`config.mk`:
```
export PLATFORM = sky130hd
export DESIGN_NAME = m_axis_cq_tlp_split_flat
export DESIGN_NICKNAME = d
export VERILOG_FILES = /design/src/rtl/m_axis_cq_tlp_split_if.sv /design/src/rtl/m_axis_cq_tlp_split.sv /design/src/flat_wrapper.sv
export SDC_FILE = /design/constraint.sdc
export NUM_CORES = 1
export LEC_CHECK = 0
export ABC_AREA = 1
export CELL_PAD_IN_SITES_DETAIL_PLACEMENT = 0
export CELL_PAD_IN_SITES_GLOBAL_PLACEMENT = 1
export CORE_AREA = 2 2 196 198
export DETAILED_ROUTE_END_ITERATION = 8
export DIE_AREA = 0 0 198 200
export DONT_BUFFER_PORTS = 1
export GPL_TIMING_DRIVEN = 0
export PLACE_DENSITY_LB_ADDON = 0.08
export SLEW_MARGIN = 0
export SYNTH_ARGS = -nofsm -noshare
export SYNTH_HDL_FRONTEND = slang
export SYNTH_SLANG_ARGS = --single-unit
```
`constraint.sdc`:
```
create_clock -name user_clk -period 4.62 [get_ports user_clk]
set_clock_uncertainty 0.05 [all_clocks]
set_input_delay 0.231 -clock user_clk [delete_from_list [all_inputs] [get_ports user_clk]]
set_output_delay 0.231 -clock user_clk [all_outputs]
set_load 0.01 [all_outputs]
```
`src/rtl/m_axis_cq_tlp_split_if.sv`:
```
// m_axis_cq_tlp_split_if: legacy CQ request stream in, DW0-aligned payload stream out.
interface m_axis_cq_tlp_split_if #(
  parameter int DATA_WIDTH = 128,
  parameter int KEEP_WIDTH = DATA_WIDTH/8
);
  logic [DATA_WIDTH-1:0] s_tdata;
  logic [KEEP_WIDTH-1:0] s_tkeep;
  logic                  s_tlast;
  logic [84:0]           s_tuser;
  logic                  s_tvalid;
  logic                  s_tready;
  logic [DATA_WIDTH-1:0] m_tdata;
  logic [KEEP_WIDTH-1:0] m_tbe;
  logic                  m_tlast;
  logic                  m_tvalid;
  logic                  m_tready;
  modport slave (
    input  s_tdata, s_tkeep, s_tlast, s_tuser, s_tvalid, m_tready,
    output s_tready, m_tdata, m_tbe, m_tlast, m_tvalid
  );
  modport master (
    output s_tdata, s_tkeep, s_tlast, s_tuser, s_tvalid, m_tready,
    input  s_tready, m_tdata, m_tbe, m_tlast, m_tvalid
  );
endinterface

```
`src/rtl/m_axis_cq_tlp_split.sv`:
```
// m_axis_cq_tlp_split: decodes 3DW/4DW request headers and realigns payload so data DW0 sits in [31:0].
// Defining M_AXIS_CQ_TLP_SPLIT_ERR_CNT_EN adds a saturating framing-error counter (err_cnt, err_cnt_clr).
module m_axis_cq_tlp_split #(
  parameter int DATA_WIDTH = 128,
  parameter int KEEP_WIDTH = DATA_WIDTH/8
) (
  input  logic        user_clk,
  input  logic        user_reset_n,
  m_axis_cq_tlp_split_if.slave bus,
  output logic [2:0]  hdr_fmt,
  output logic [4:0]  hdr_type,
  output logic [2:0]  hdr_tc,
  output logic [1:0]  hdr_attr,
  output logic [9:0]  hdr_len,
  output logic [15:0] hdr_reqid,
  output logic [7:0]  hdr_tag,
  output logic [3:0]  hdr_first_be,
  output logic [3:0]  hdr_last_be,
  output logic [63:0] hdr_addr,
  output logic [7:0]  hdr_bar_hit,
  output logic        err_pulse
`ifdef M_AXIS_CQ_TLP_SPLIT_ERR_CNT_EN
  ,
  input  logic        err_cnt_clr,
  output logic [15:0] err_cnt
`endif
);
  typedef enum logic [2:0] {IDLE, DATA, RDONLY, LAST1, FLUSH, DROP} state_t;
  state_t state, state_n;
  logic [10:0] rem, rem_n, need;
  logic [31:0] residual, dw0, dw1;
  logic is4, drop_r, drop_n, adv, acc, emit, err, o_last, single;
  logic [DATA_WIDTH-1:0] o_data;
  logic [KEEP_WIDTH-1:0] o_be;
  logic unused;
  function automatic logic [15:0] be_of(input logic [10:0] n);
    return n >= 11'd4 ? 16'hFFFF : n == 11'd3 ? 16'h0FFF : n == 11'd2 ? 16'h00FF : n == 11'd1 ? 16'h000F : 16'h0000;
  endfunction
  assign dw0 = bus.s_tdata[31:0];
  assign dw1 = bus.s_tdata[63:32];
  assign unused = ^{bus.s_tuser[84:9], bus.s_tuser[0], dw0[23], dw0[19:14], dw0[11:10]};
  assign adv = !bus.m_tvalid || bus.m_tready;
  assign bus.s_tready = (state == IDLE || state == DATA) ? adv : state == DROP;
  assign acc = bus.s_tvalid && bus.s_tready;
  assign single = !dw0[30] || (!dw0[29] && dw0[9:0] == 10'd1);
  // DWs still owed by the input: a 3DW packet already parked one in the residual
  assign need = is4 ? rem : rem - 11'd1;
  always_comb begin
    state_n = state;
    rem_n = rem;
    drop_n = drop_r;
    emit = 1'b0;
    err = 1'b0;
    o_last = 1'b0;
    o_be = be_of(rem);
    o_data = {bus.s_tdata[95:0], residual};
    case (state)
      IDLE: if (acc) begin
        err = single ? !bus.s_tlast : bus.s_tlast;
        drop_n = single && !bus.s_tlast;
        rem_n = {~|dw0[9:0], dw0[9:0]};
        state_n = !dw0[30] ? RDONLY : single ? LAST1 : bus.s_tlast ? (dw0[29] ? RDONLY : FLUSH) : DATA;
      end
      DATA: if (acc) begin
        emit = 1'b1;
        o_data = is4 ? bus.s_tdata : o_data;
        rem_n = rem >= 11'd4 ? rem - 11'd4 : 11'd0;
        if (bus.s_tlast && need > 11'd4) begin
          err = 1'b1;
          o_last = 1'b1;
          o_be = is4 ? bus.s_tkeep : {bus.s_tkeep[11:0], 4'hF};
          state_n = IDLE;
        end else if (!is4 && rem == 11'd5) begin
          err = !bus.s_tlast;
          drop_n = !bus.s_tlast;
          state_n = FLUSH;
        end else if (need <= 11'd4) begin
          err = !bus.s_tlast;
          o_last = 1'b1;
          state_n = bus.s_tlast ? IDLE : DROP;
        end
      end
      RDONLY: if (adv) begin
        emit = 1'b1;
        o_last = 1'b1;
        o_be = '0;
        o_data = '0;
        state_n = drop_r ? DROP : IDLE;
      end
      LAST1, FLUSH: if (adv) begin
        emit = 1'b1;
        o_last = 1'b1;
        o_be = 16'h000F;
        o_data = '0;
        o_data[31:0] = residual;
        state_n = drop_r ? DROP : IDLE;
      end
      DROP: if (acc && bus.s_tlast) state_n = IDLE;
      default: state_n = IDLE;
    endcase
  end
  always_ff @(posedge user_clk or negedge user_reset_n) begin
    if (!user_reset_n) begin
      state <= IDLE;
      rem <= '0;
      residual <= '0;
      is4 <= 1'b0;
      drop_r <= 1'b0;
      err_pulse <= 1'b0;
      bus.m_tvalid <= 1'b0;
      bus.m_tdata <= '0;
      bus.m_tbe <= '0;
      bus.m_tlast <= 1'b0;
      {hdr_fmt, hdr_type, hdr_tc, hdr_attr, hdr_len, hdr_reqid, hdr_tag} <= '0;
      {hdr_first_be, hdr_last_be, hdr_addr, hdr_bar_hit} <= '0;
    end else begin
      state <= state_n;
      rem <= rem_n;
      drop_r <= drop_n;
      err_pulse <= err;
      if (adv) bus.m_tvalid <= emit;
      if (adv && emit) begin
        bus.m_tdata <= o_data;
        bus.m_tbe <= o_be;
        bus.m_tlast <= o_last;
      end
      if (acc && (state == IDLE || state == DATA)) residual <= bus.s_tdata[127:96];
      if (acc && state == IDLE) begin
        is4 <= dw0[29];
        hdr_fmt <= dw0[31:29];
        hdr_type <= dw0[28:24];
        hdr_tc <= dw0[22:20];
        hdr_attr <= dw0[13:12];
        hdr_len <= dw0[9:0];
        hdr_reqid <= dw1[31:16];
        hdr_tag <= dw1[15:8];
        hdr_last_be <= dw1[7:4];
        hdr_first_be <= dw1[3:0];
        hdr_addr <= dw0[29] ? {bus.s_tdata[95:64], bus.s_tdata[127:96]} : {32'd0, bus.s_tdata[95:64]};
        hdr_bar_hit <= bus.s_tuser[8:1];
      end
    end
  end
`ifdef M_AXIS_CQ_TLP_SPLIT_ERR_CNT_EN
  always_ff @(posedge user_clk or negedge user_reset_n) begin
    if (!user_reset_n) err_cnt <= '0;
    else if (err_cnt_clr) err_cnt <= '0;
    else if (err_pulse && err_cnt != 16'hFFFF) err_cnt <= err_cnt + 16'd1;
  end
`endif
endmodule

```
`src/flat_wrapper.sv`:
```
// flat-port wrapper written by rule: the top's interface ports become plain ports
module m_axis_cq_tlp_split_flat 
#(
  parameter int DATA_WIDTH = 128,
  parameter int KEEP_WIDTH = DATA_WIDTH/8
)
  (user_clk, user_reset_n, hdr_fmt, hdr_type, hdr_tc, hdr_attr, hdr_len, hdr_reqid, hdr_tag, hdr_first_be, hdr_last_be, hdr_addr, hdr_bar_hit, err_pulse, bus_s_tdata, bus_s_tkeep, bus_s_tlast, bus_s_tuser, bus_s_tvalid, bus_m_tready, bus_s_tready, bus_m_tdata, bus_m_tbe, bus_m_tlast, bus_m_tvalid);
  m_axis_cq_tlp_split_if #(.DATA_WIDTH(DATA_WIDTH), .KEEP_WIDTH(KEEP_WIDTH)) bus_i ();
  input  logic user_clk;
  input  logic user_reset_n;
  output logic [2:0] hdr_fmt;
  output logic [4:0] hdr_type;
  output logic [2:0] hdr_tc;
  output logic [1:0] hdr_attr;
  output logic [9:0] hdr_len;
  output logic [15:0] hdr_reqid;
  output logic [7:0] hdr_tag;
  output logic [3:0] hdr_first_be;
  output logic [3:0] hdr_last_be;
  output logic [63:0] hdr_addr;
  output logic [7:0] hdr_bar_hit;
  output logic err_pulse;
  input wire logic [$bits(bus_i.s_tdata)-1:0] bus_s_tdata;
  input wire logic [$bits(bus_i.s_tkeep)-1:0] bus_s_tkeep;
  input wire logic [$bits(bus_i.s_tlast)-1:0] bus_s_tlast;
  input wire logic [$bits(bus_i.s_tuser)-1:0] bus_s_tuser;
  input wire logic [$bits(bus_i.s_tvalid)-1:0] bus_s_tvalid;
  input wire logic [$bits(bus_i.m_tready)-1:0] bus_m_tready;
  output wire logic [$bits(bus_i.s_tready)-1:0] bus_s_tready;
  output wire logic [$bits(bus_i.m_tdata)-1:0] bus_m_tdata;
  output wire logic [$bits(bus_i.m_tbe)-1:0] bus_m_tbe;
  output wire logic [$bits(bus_i.m_tlast)-1:0] bus_m_tlast;
  output wire logic [$bits(bus_i.m_tvalid)-1:0] bus_m_tvalid;
  assign bus_i.s_tdata = bus_s_tdata;
  assign bus_i.s_tkeep = bus_s_tkeep;
  assign bus_i.s_tlast = bus_s_tlast;
  assign bus_i.s_tuser = bus_s_tuser;
  assign bus_i.s_tvalid = bus_s_tvalid;
  assign bus_i.m_tready = bus_m_tready;
  assign bus_s_tready = bus_i.s_tready;
  assign bus_m_tdata = bus_i.m_tdata;
  assign bus_m_tbe = bus_i.m_tbe;
  assign bus_m_tlast = bus_i.m_tlast;
  assign bus_m_tvalid = bus_i.m_tvalid;
  m_axis_cq_tlp_split #(.DATA_WIDTH(DATA_WIDTH), .KEEP_WIDTH(KEEP_WIDTH)) u_core (.user_clk(user_clk), .user_reset_n(user_reset_n), .bus(bus_i), .hdr_fmt(hdr_fmt), .hdr_type(hdr_type), .hdr_tc(hdr_tc), .hdr_attr(hdr_attr), .hdr_len(hdr_len), .hdr_reqid(hdr_reqid), .hdr_tag(hdr_tag), .hdr_first_be(hdr_first_be), .hdr_last_be(hdr_last_be), .hdr_addr(hdr_addr), .hdr_bar_hit(hdr_bar_hit), .err_pulse(err_pulse));
endmodule
```
==> results.txt <==
outcome: complete, but fails checks
failing checks: negative hold slack
crit start category: flip-flop
largest net degree at the start of global routing: 322
setup_tns: 0 ps
GRT busiest layer: met2
GR Layer Usage met3: 8.15%
FF+latch count, synth: 321
most frequent cells in the layout: dfrtp_1 (321), o21ai_0 (320), nand2_1 (311)
Worst Setup Slack, final: 1600 ps
hold crit path type: in2async
final period utilization: 65.4%
die area: 39600 um2
HPWL Detailed: 48.1 mm
Post-CTS Setup Repair Bufs: 0
Critical Path RT: 5040 ps
CTS tree: yes
Layout Nets: 2296
fin area: 18600 um2
Slew Viols, Final: 0
CTS clk-pin slew, worst paths: 60 ps
Reg area: 8030 um2
final RePlAce weighted congestion: 0.882
Synth Warn #: 0
clock buffer count from CTS: 39
Avg Inst Size Synth: 8.15 um2
worst slew pin tran: 940 ps
area added between synthesis and finish: 22.5%
drt total wl: 63.6 mm
Worst-Skew Late Latency: 540 ps
post_cts resized: 0
layout cells sized above 1: 8.04%
max-cap violations: 0
clock tree buffer depth: 3
CORE AREA: 37400 um2
DR WL/cell: 24.5 um
GRT met2 Usage: 52.9%
TritonRoute pass-1 iters: 5
drt drc: 0
CTS H-tree depth: 2
net count after synthesis: 2102
GRT overflow: 0
Power Density: 776 nW/um2
Die Wd: 198 um
starting density of the core: 40.5%
endpoints failing setup: 0
Worst Path Arrival: 3440 ps
global-route wire length before repair: 92.5 mm
Max transition margin: 37.3%
crit path time final: 3020 ps
DRT antenna net count: 0
Cell Rows: 71
RSZ-0062 raised after global routing: false
I/O pin cnt: 509
commonest non-fill, non-tap cell in the layout: dfrtp_1
Root Buffer: clkbuf_16
setup slack, reg-to-reg: 1600 ps
Min Hold Slack: -659 ps
Initial DRC Count: 882
final hold vios: 321
P_leak: 8.53 nW
gr usage total: 31.8%
Worst Setup End Kind: flip-flop
kind of critical path: reg2reg
clock sinks: 321
Synth cell types: 40
worst r2r path cells: 8
Multi-input gate area: 5800 um2
VDD IR max: 401 uV
Mapped Area: 15200 um2
Vias/cell: 5.44
Hold Buf Count CTS: 153
DP Area: 15800 um2
# port buffers: 0
number of synthesized flops with an enable pin: 0
die height: 200 um
Max Clk Rate: 331 MHz
Fill cells: 3739
Worst Path Max Fanout: 10
async set or reset register ratio after synthesis: 100%
GR Layer Usage met1: 40.4%
antenna violations before repair: 4
pre-CTS setup slack: 1670 ps
Synth Flop Type: dfrtp_1
Via Count: 14100
register area share after synthesis: 53.0%
vias in the first global route: 14000
cells after synthesis: 1859
## layer usage
| metal | routed length (um) | part of all wire (%) |
|---|---|---|
| met2 | 30400 | 48 |
| met4 | 1890 | 3.0 |
| met5 | 0 | 0 |
| met1 | 26000 | 41 |
| met3 | 5260 | 8.3 |
## cells by family (layout without fill, tap and decap cells)
family	count (synthesis)	in the layout	synth area share, %
simple gates	564	564	15.4
flops	321	321	53.0
mux	4	4	0.264
buf+inv	326	545	8.76
fa+ha+maj	9	9	0.743
xor+xnor	5	5	0.289
other cells	0	5	0
compound gates	630	630	21.5
## through the flow
stage	util [%]	std cells	power, mW
3_3_place_gp	42.2	2370	11.1
4_1_cts	49.6	2589	14.4
2_1_floorplan	-	1859	9.18
5_1_grt	49.6	2592	15.4
3_5_place_dp	42.2	2370	11.3
6_report	49.6	2594	14.4
## flip-flops by register name (all words and copies together), names as in the netlist
register and count:
u_core.bus.m_tdata 128, u_core.hdr_addr 64, u_core.residual 32, u_core.bus.m_tbe 16, u_core.hdr_reqid 16, u_core.rem 11
u_core.hdr_len 10, u_core.hdr_bar_hit 8, u_core.hdr_tag 8, u_core.hdr_type 5, u_core.hdr_first_be 4, u_core.hdr_last_be 4
u_core.hdr_fmt 3, u_core.hdr_tc 3, u_core.state 3, u_core.hdr_attr 2, u_core.bus.m_tlast 1, u_core.bus.m_tvalid 1
u_core.drop_r 1, u_core.err_pulse 1
## layout make-up
cell class	instances	share of cell area [%]
plain buffers	125	3.07
clock buffers	61	6.31
diodes	5	0.0674
inverters	201	4.08
clock inverters	5	0.283
well taps	511	3.44
repair buffers	153	8.25
flip-flops and latches	321	43.3
multi-input cells	1212	31.2
## power by group
part           internal (mW)  leakage, nW  switching, mW
clock network           1.79        0.597           1.22
logic                   1.78         4.01           3.47
registers               4.26         3.92           1.89
total                   7.83         8.53           6.57
## synthesized netlist by cell type (8+ instances only)
master / instances / area share, %
a21oi_1: 238 / 7.9
a31oi_1: 28 / 1.2
buf_1: 16 / 0.40
buf_2: 57 / 1.9
clkbuf_1: 47 / 1.2
dfrtp_1: 321 / 53
ha_1: 9 / 0.74
inv_1: 191 / 4.7
inv_2: 8 / 0.20
nand2_1: 311 / 7.7
nand3_1: 30 / 0.99
nor2_1: 167 / 4.1
o211ai_1: 11 / 0.54
o21ai_0: 320 / 11
o21ai_1: 15 / 0.50
or2_2: 29 / 1.2
## critical path, stage by stage, from the launching register on
cell and delay [ps]:
dfrtp_1 430, nor3_2 520, inv_2 180, clkbuf_1 370, buf_1 390, a21oi_1 220
o21ai_0 100, dlygate4sd3_1 580, a21oi_1 120
## worst paths after layout
path | start | to
max in group asynchronous | user_reset_n | u_core.bus.m_tdata[34]$_DFFE_PN0P_
hold / removal | user_reset_n | u_core.hdr_len[1]$_DFFE_PN0P_
setup reg to reg | u_core.state[1]$_DFFE_PN0P_ | u_core.bus.m_tdata[96]$_DFFE_PN0P_
hold reg to reg | u_core.residual[16]$_DFFE_PN0P_ | u_core.residual[16]$_DFFE_PN0P_
min in group user_clk | bus_s_tkeep[10] | u_core.bus.m_tbe[10]$_DFFE_PN0P_
setup / recovery | u_core.state[1]$_DFFE_PN0P_ | u_core.bus.m_tdata[96]$_DFFE_PN0P_
Note: power is estimated with default switching activity, not from simulation.
